$ cat config.mk
export PLATFORM = sky130hd
export DESIGN_NAME = spi_sub_shift
export DESIGN_NICKNAME = d
export VERILOG_FILES = /design/src/rtl/spi_sub_shift.sv
export SDC_FILE = /design/constraint.sdc
export NUM_CORES = 1
export LEC_CHECK = 0
export BUFFER_PORTS_ARGS = -buffer_cell sky130_fd_sc_hd__buf_2
export CAP_MARGIN = 10
export CORE_ASPECT_RATIO = 2
export CORE_MARGIN = 10
export CORE_UTILIZATION = 36
export CTS_CLUSTER_DIAMETER = 200
export DETAILED_ROUTE_END_ITERATION = 6
export SYNTH_ARGS = -nofsm -noshare
export SYNTH_HDL_FRONTEND = slang
export SYNTH_SLANG_ARGS = --single-unit
export TNS_END_PERCENT = 1
$ cat constraint.sdc
create_clock -name pclk -period 3.6 [get_ports pclk]
set_input_delay 0.54 -clock pclk [delete_from_list [all_inputs] [get_ports pclk]]
set_output_delay 0.54 -clock pclk [all_outputs]
set_load 0.05 [all_outputs]
$ cat src/rtl/spi_sub_shift.sv
// SPI subordinate serial engine: oversampled sclk/cs_n/mosi, MSB-first shifting,
// one-entry TX holding buffer. Optional frame counter under SPI_SUB_FRAME_CNT_EN.
module spi_sub_shift #(
   parameter int DATA_WIDTH  = 8,
   parameter int SYNC_STAGES = 2
) (
   input  logic                  pclk,
   input  logic                  presetn,
   input  logic                  se,
   input  logic                  cpol,
   input  logic                  cpha,
   input  logic                  sclk,
   input  logic                  cs_n,
   input  logic                  mosi,
   output logic                  miso,
   output logic                  miso_oe,
   input  logic [DATA_WIDTH-1:0] tx_data,
   input  logic                  tx_valid,
   output logic                  tx_ready,
   output logic [DATA_WIDTH-1:0] rx_data,
   output logic                  rx_valid,
   output logic                  tx_underrun,
   output logic                  frame_abort,
   output logic [15:0]           frame_cnt
);

   localparam int CW = $clog2(DATA_WIDTH + 1);

   typedef enum logic {IDLE, ACTIVE} state_t;

   state_t                  state;
   logic [SYNC_STAGES-1:0]  sclk_sync, cs_sync, mosi_sync;
   logic                    sclk_d, cs_d;
   logic                    sclk_s, cs_s, mosi_s;
   logic                    cpol_l, cpha_l;
   logic                    lead_edge, trail_edge, sample_edge, shift_edge;
   logic                    cs_fall, leave, start_frame, reload, load, frame_done;
   logic                    buf_full, skip_shift, reload_pending;
   logic [DATA_WIDTH-1:0]   buf_data, load_word, shift_reg, rx_next;
   logic [DATA_WIDTH-2:0]   rx_shift;
   logic [CW-1:0]           bit_cnt;

   always_ff @(posedge pclk or negedge presetn) begin
      if (!presetn) begin
         sclk_sync <= '0;
         cs_sync   <= '1;
         mosi_sync <= '0;
         sclk_d    <= 1'b0;
         cs_d      <= 1'b1;
      end else begin
         sclk_sync <= {sclk_sync[SYNC_STAGES-2:0], sclk};
         cs_sync   <= {cs_sync[SYNC_STAGES-2:0], cs_n};
         mosi_sync <= {mosi_sync[SYNC_STAGES-2:0], mosi};
         sclk_d    <= sclk_sync[SYNC_STAGES-1];
         cs_d      <= cs_sync[SYNC_STAGES-1];
      end
   end

   assign sclk_s = sclk_sync[SYNC_STAGES-1];
   assign cs_s   = cs_sync[SYNC_STAGES-1];
   assign mosi_s = mosi_sync[SYNC_STAGES-1];

   // Edge roles are resolved against the mode latched at frame-sequence start.
   assign lead_edge   = (sclk_s != cpol_l) && (sclk_d == cpol_l);
   assign trail_edge  = (sclk_s == cpol_l) && (sclk_d != cpol_l);
   assign sample_edge = cpha_l ? trail_edge : lead_edge;
   assign shift_edge  = cpha_l ? lead_edge : trail_edge;

   assign cs_fall     = cs_d & ~cs_s;
   assign leave       = cs_s | ~se;
   assign start_frame = (state == IDLE) && cs_fall && se;
   assign reload      = (state == ACTIVE) && !leave && shift_edge && !skip_shift && reload_pending;
   assign load        = start_frame | reload;
   assign frame_done  = (state == ACTIVE) && !leave && sample_edge &&
                        (bit_cnt == CW'(DATA_WIDTH - 1));
   assign load_word   = buf_full ? buf_data : '0;
   assign rx_next     = {rx_shift, mosi_s};

   // TX handshake: a word transfers on any cycle where tx_valid && tx_ready; tx_ready is
   // simply "buffer empty", so a write in the same cycle as a load refills the buffer.
   assign tx_ready = ~buf_full;

   always_ff @(posedge pclk or negedge presetn) begin
      if (!presetn) begin
         buf_full <= 1'b0;
         buf_data <= '0;
      end else if (tx_valid && tx_ready) begin
         buf_full <= 1'b1;
         buf_data <= tx_data;
      end else if (load) begin
         buf_full <= 1'b0;
      end
   end

   always_ff @(posedge pclk or negedge presetn) begin
      if (!presetn) begin
         state          <= IDLE;
         miso_oe        <= 1'b0;
         shift_reg      <= '0;
         rx_shift       <= '0;
         rx_data        <= '0;
         rx_valid       <= 1'b0;
         tx_underrun    <= 1'b0;
         frame_abort    <= 1'b0;
         bit_cnt        <= '0;
         skip_shift     <= 1'b0;
         reload_pending <= 1'b0;
         cpol_l         <= 1'b0;
         cpha_l         <= 1'b0;
      end else begin
         rx_valid    <= 1'b0;
         tx_underrun <= 1'b0;
         frame_abort <= 1'b0;
         case (state)
            IDLE: begin
               if (start_frame) begin
                  state          <= ACTIVE;
                  miso_oe        <= 1'b1;
                  shift_reg      <= load_word;
                  tx_underrun    <= ~buf_full;
                  bit_cnt        <= '0;
                  skip_shift     <= cpha;
                  reload_pending <= 1'b0;
                  cpol_l         <= cpol;
                  cpha_l         <= cpha;
               end
            end
            ACTIVE: begin
               // Deselect has priority over any sclk edge seen in the same cycle.
               if (leave) begin
                  state       <= IDLE;
                  miso_oe     <= 1'b0;
                  bit_cnt     <= '0;
                  frame_abort <= (bit_cnt != '0);
               end else begin
                  if (sample_edge) begin
                     rx_shift <= rx_next[DATA_WIDTH-2:0];
                     if (frame_done) begin
                        rx_data        <= rx_next;
                        rx_valid       <= 1'b1;
                        bit_cnt        <= '0;
                        reload_pending <= 1'b1;
                     end else begin
                        bit_cnt <= bit_cnt + CW'(1);
                     end
                  end
                  if (shift_edge) begin
                     if (skip_shift) begin
                        skip_shift <= 1'b0;
                     end else if (reload_pending) begin
                        shift_reg      <= load_word;
                        tx_underrun    <= ~buf_full;
                        reload_pending <= 1'b0;
                     end else begin
                        shift_reg <= {shift_reg[DATA_WIDTH-2:0], 1'b0};
                     end
                  end
               end
            end
            default: state <= IDLE;
         endcase
      end
   end

   assign miso = miso_oe & shift_reg[DATA_WIDTH-1];

`ifdef SPI_SUB_FRAME_CNT_EN
   logic [15:0] frame_cnt_q;

   always_ff @(posedge pclk or negedge presetn) begin
      if (!presetn) frame_cnt_q <= 16'h0000;
      else if (frame_done) frame_cnt_q <= frame_cnt_q + 16'd1;
   end

   assign frame_cnt = frame_cnt_q;
`else
   assign frame_cnt = 16'h0000;
`endif

endmodule

==> reports/results.ini, run 1 <==
[yosys]
ys_seq_area_share_pct=55.71
synthFlopType=dfrtp_1
synth_cells=196
ys_ff_latch=53
synthTopCellsByCount=dfrtp_1, mux2_2, nand2_1, buf_4, nand3_1
postSynthAreaPerCell_um2=12.18
synth_cell_types=38
synth_edf_count=0
async_reset_ff_share_pct=100.0
synth_area_mm2=0.002387
synth_area_leaders=dfrtp_1, mux2_2, buf_4, dfstp_2, nand2_1
synth_top_cell_area_share_pct=52.41
yosysTopAreaCell=dfrtp_1
yosysMostFrequentCell=dfrtp_1
yosys_warnings=0

[grt]
grt_pass1_vias=1582
track_usage_pct=8.844
grt_pass1_wl_um=7679
grt.busiest_layer=met2
gr-total-overflow=0
met3_usage_pct=2.793
grt_max_degree=28
use_met2_pct=14.50
antenna_found_initial=0
grt_util_met1_pct=10.59

[drt]
first_pass_iters=4
via_per_inst=4.595
wl_per_cell_um=14.13
drt_iter0_markers=65
drcViolationCount=0
vias=1452
ant_nets=0
wl_um=4464

[critical_path]
ff2ff_setup_slack_ns=1.50
reg2reg_to=rx_data[5]
crit_path_end=rx_data[5]
crit_path_end_kind=flip-flop
crit_slowest_cell=or3_1
worstPathArrival_ns=2.27
crit_start=cpol_l
rr_startpoint=cpol_l
cp-start-kind=flip-flop
crit_required_ns=3.77
ff2ff_path_depth=5
worstPathCellList=xnor2_2, mux2i_1, or3_1, inv_4, mux2_2
path_max_fanout=6
worstSetupPathType=flip-flop to flip-flop
slowest_delay_ns=0.57

[die]
die_area_mm2=0.01049
die_w_um=77.58
start_util_pct=36.64
num_rows=42
coreArea_mm2=0.006516
io_pins=47
die_y_um=135.2

[placed_design]
io_buffers=30
gp_congestion=0.7387
dp_hpwl_um=3367
placed_cell_area_mm2=0.002564

[power]
vdd_ir_drop_max_uv=405.8
clockPowerShare_pct=35.4
swShare_pct=25.89
powerDensity_mw_per_mm2=564.2
cellLeakagePower_uw=0.001351
p_int_uw=1146
pwr-share-seq_pct=47.9
pwr-share-comb_pct=16.7
p_sw_uw=400.3

[sta]
rsz0062_at_grt=no
post-route-min-period_ns=2.099
skew_ns=0.003883
max_freq_mhz=476.4
tns_ns=0
drv_slew=0
period_share_pct=58.30
finalSetupViolCount=0
tightest_slew_ns=0.7821
finalHoldViolations=0
maxSlewHeadroom_pct=47.75

[final_layout]
drive_gt1_share_pct=35.09
nNetsFinal=246
fillers=658
regArea_mm2=0.001330
antenna_cells=0
syn2layout_area_growth_pct=14.78
multi_input_area_um2=937.1
final_area_mm2=0.002740
final_util_pct=42.05

[clocking]
cts_tree=yes
clock_sinks=53
clk_pin_slew_ns=0.07
cts.path.max_buffers=2
clk_latency_ns=0.28
cts_hold_buffers=0
htree_num_levels=2
post_cts_buffers=0
numCtsBuffers=5
cts_root_buffer=clkbuf_16
ctsResizeCount=0

[job]
max-cap-violations=0

[outcome]
status=completed

[hold_path]
worstHoldPathType=primary input to async pin

## kinds of logic after synthesis
group | Yosys count | synth area share [%]
xor gates and xnor gates | 1 | 0.6815
adders and majority gates | 2 | 1.048
buffers and inverters | 29 | 7.390
and+or+nand+nor | 54 | 11.53
other | 1 | 0.1571
DFF | 53 | 55.71
muxes | 38 | 18.34
AOI/OAI and AO/OA | 18 | 5.137
## cell type report
cell class / count / share of cell area [%]
Timing Repair Buffer: 31 / 5.753
Clock buffer: 6 / 5.068
Multi-Input combinational cell: 129 / 34.20
Inverter: 7 / 1.050
Sequential cell: 53 / 48.54
Tap cell: 88 / 4.018
Clock inverter: 2 / 1.370
## power by group through the flow
stage	Sequential, uW	Combinational, uW	Clock (uW)
2_1_floorplan	741	220	0
3_3_place_gp	747	253	0
3_5_place_dp	753	262	0
4_1_cts	741	262	564
5_1_grt	754	288	588
6_report	740	258	548
## placed cells by master (no fill, tap or decap), types with 2 or more instances in the layout
cell type	synthesis	layout
conb_1	1	16
nand2_1	20	20
mux2i_1	4	4
mux2_4	4	4
inv_1	6	6
dfstp_2	3	3
o21ai_0	4	4
nand3b_1	2	2
nand2b_1	2	2
a21oi_1	3	3
nor4bb_1	2	2
and3_1	3	3
dfrtp_1	50	50
nand3_1	9	9
buf_2	1	30
a31oi_1	2	2
nor2_1	5	5
and2_1	2	2
mux2_2	30	30
a22o_1	2	2
nor2b_1	5	5
ha_1	2	2
clkbuf_16	0	5
## stage by stage
stage	hold WS (ns)	total power [uW]	std cells	setup WS, ns
after floorplan	0.2444	961.4	211	1.724
final	0.2564	1546	316	1.501
after global placement	0.3359	1001	308	1.563
after global routing	0.3035	1630	316	1.384
after detailed placement	0.3379	1015	308	1.495
after CTS	0.2845	1568	316	1.487
## critical path: cells and delay by family, from the launching register on
kind	cells	cell delay, ns
XOR/XNOR	1	0.31
flip-flops	1	0.41
buffers and inverters	1	0.14
AND/OR/NAND/NOR	1	0.57
multiplexers	2	0.55
## worst min path at each step
stage                              end    startpoint  slack (ns)  cells past startpoint
after global routing      shift_reg[4]       presetn        0.30                      1
final                     shift_reg[4]       presetn        0.26                      1
after detailed placement  sclk_sync[1]  sclk_sync[0]        0.34                      0
after floorplan             bit_cnt[0]       presetn        0.24                      0
after CTS                  buf_data[6]       presetn        0.28                      1
after global placement    sclk_sync[1]  sclk_sync[0]        0.34                      0
## layer usage
metal	share of wire, %	vias to the layer above
met5	0	-
met2	52	29
li1	-	702
met3	4.3	2
met4	0.52	0
met1	43	719
No activity file was read; power rests on OpenSTA's default activity.
==> inputs of run 2 (changes only) <==
==> constraint.sdc (replaced) <==
create_clock -name pclk -period 2.1 [get_ports pclk]
set_input_delay 0.315 -clock pclk [delete_from_list [all_inputs] [get_ports pclk]]
set_output_delay 0.315 -clock pclk [all_outputs]
set_load 0.05 [all_outputs]
==> run 2 against run 1 <==
Via count increased by 0.62%; wire length decreased by 0.60%; global-route usage about the same; core utilization increased by 1.1 points; register-to-register slack got worse by 1.3 ns; non-clock buffer count increased by 9; die area unchanged; design area increased by 2.7%.
==> reports/results.ini, run 2 (same netlist as run 1, synthesis figures left out) <==
[outcome]
status=completed  ; unchanged

[clocking]
clk_latency_ns=0.29  ; was 0.28 ns
numCtsBuffers=5  ; unchanged
cts_tree=yes  ; unchanged
ctsResizeCount=0  ; unchanged
htree_num_levels=2  ; unchanged
cts.path.max_buffers=2  ; unchanged
clock_sinks=53  ; unchanged
post_cts_buffers=0  ; unchanged
cts_root_buffer=clkbuf_16  ; unchanged
clk_pin_slew_ns=0.07  ; about the same

[critical_path]
path_max_fanout=6  ; unchanged
rr_startpoint=bit_cnt[0]  ; was cpol_l
cp-start-kind=flip-flop  ; unchanged
reg2reg_to=rx_data[5]  ; unchanged
worstSetupPathType=flip-flop to flip-flop  ; unchanged
worstPathArrival_ns=2.06  ; was 2.27 ns
crit_path_end_kind=flip-flop  ; unchanged
crit_required_ns=2.27  ; was 3.77 ns
ff2ff_path_depth=5  ; unchanged
ff2ff_setup_slack_ns=0.21  ; was 1.50 ns

[sta]
skew_ns=0.003158  ; was 0.003883 ns
max_freq_mhz=530.2  ; was 476.4 MHz
post-route-min-period_ns=1.886  ; was 2.099 ns
tns_ns=0  ; unchanged
finalHoldViolations=0  ; unchanged
rsz0062_at_grt=no  ; unchanged
worst_slack_ns=0.2140  ; was 1.501 ns
period_share_pct=89.81  ; was 58.30%
finalSetupViolCount=0  ; unchanged
drv_slew=0  ; unchanged

[die]
die_y_um=135.2  ; unchanged
coreArea_mm2=0.006516  ; unchanged
io_pins=47  ; unchanged
num_rows=42  ; unchanged
start_util_pct=36.64  ; unchanged
die_area_mm2=0.01049  ; unchanged
die_w_um=77.58  ; unchanged

[power]
finalPower_uw=2660  ; was 1546 uW
vdd_ir_drop_max_uv=545.5  ; was 405.8 uV
powerDensity_mw_per_mm2=945.4  ; was 564.2 mW/mm^2
cellLeakagePower_uw=0.001399  ; was 0.001351 uW

[drt]
drcViolationCount=0  ; unchanged
wl_per_cell_um=13.65  ; was 14.13 um
ant_nets=0  ; unchanged
first_pass_iters=4  ; unchanged
vias=1461  ; was 1452
via_per_inst=4.495  ; was 4.595
wl_um=4437  ; was 4464 um
drt_iter0_markers=59  ; was 65

[final_layout]
mostFrequentLayoutCell=dfrtp_1  ; unchanged
instances_no_fill=325  ; was 316
antenna_cells=0  ; unchanged
final_area_mm2=0.002814  ; was 0.002740 mm^2
syn2layout_area_growth_pct=17.87  ; was 14.78%
fillers=644  ; was 658
nNetsFinal=255  ; was 246
layout_common_cells=dfrtp_1, mux2_2, buf_2, nand2_1, conb_1  ; unchanged
drive_gt1_share_pct=36.71  ; was 35.09%

[grt]
grt_pass1_wl_um=7734  ; was 7679 um
grt_max_degree=35  ; was 28
gr-total-overflow=0  ; unchanged
antenna_found_initial=0  ; unchanged
track_usage_pct=8.885  ; was 8.844%
grt_pass1_vias=1585  ; was 1582

[placed_design]
gp_congestion=0.7486  ; was 0.7387
dp.cells=316  ; was 308
placed_cell_area_mm2=0.002636  ; was 0.002564 mm^2
io_buffers=30  ; unchanged
dpl_worst_slack_ns=0.2199  ; was 1.495 ns
dp_hpwl_um=3292  ; was 3367 um

[hold_path]
worstHoldPathType=primary input to flip-flop  ; was primary input to async pin
hp-start=cs_n
min_path_cells=1
holdPathEnd=cs_sync[0]

[job]
max-cap-violations=0  ; unchanged

==> run 2: stage by stage <==
stage          utilization [%]  hold slack, ns
4_1_cts                  43.18          0.1152
2_1_floorplan                -         0.01941
3_5_place_dp             40.46          0.3000
5_1_grt                  43.18          0.1174
3_3_place_gp             40.46          0.3006
6_report                 43.18          0.1209
==> run 2: routing by layer <==
layer  vias to the layer above  part of all wire, %  global-route usage [%]
li1                        723                    -                       -
met1                       701                   46                   11.39
met2                        30                   48                   13.95
met3                         7                  4.3                   2.460
met4                         0                  1.5                   3.061
met5                         -                    0                       0
==> run 2: worst max path at each step <==
stage	startpoint	cells after the start	slack, ns	endpoint
after global placement	cpol_l	5	0.27	rx_data[5]
after global routing	sclk_sync[1]	5	0.11	rx_data[6]
after CTS	bit_cnt[1]	5	0.20	rx_data[5]
final	bit_cnt[0]	5	0.21	rx_data[5]
after detailed placement	bit_cnt[0]	5	0.22	rx_data[4]
after floorplan	cpol_l	6	0.22	rx_data[4]
==> run 2: layout make-up <==
class	instances	area (um^2)	area share, %
clock buffers	6	128.9	4.580
clock inverters	2	38.79	1.378
inverters	7	28.78	1.023
multi-input cells	129	937.1	33.30
flip-flops and latches	53	1330	47.27
well taps	88	110.1	3.913
repair buffers	40	240.2	8.537
==> run 2: what timing repair did <==
action                                  in CTS  in global routing
endpoints found under the hold margin       19                  0
hold buffers                                 1                  0
endpoints found under the setup margin       0                  0
==> run 2: power breakdown <==
group          total (uW)  internal (uW)  leakage, uW  switching, uW
clock                 920            565    0.0000810            355
combinational         474            218     0.000647            256
sequential           1270           1180     0.000672           90.8
total                2660           1960      0.00140            702
==> run 2: critical path, cell delays in order, from the launching register on <==
cell	delay, ns
dfrtp_1	0.39
ha_1	0.24
nand3b_1	0.11
or3_1	0.55
inv_4	0.14
mux2_2	0.34
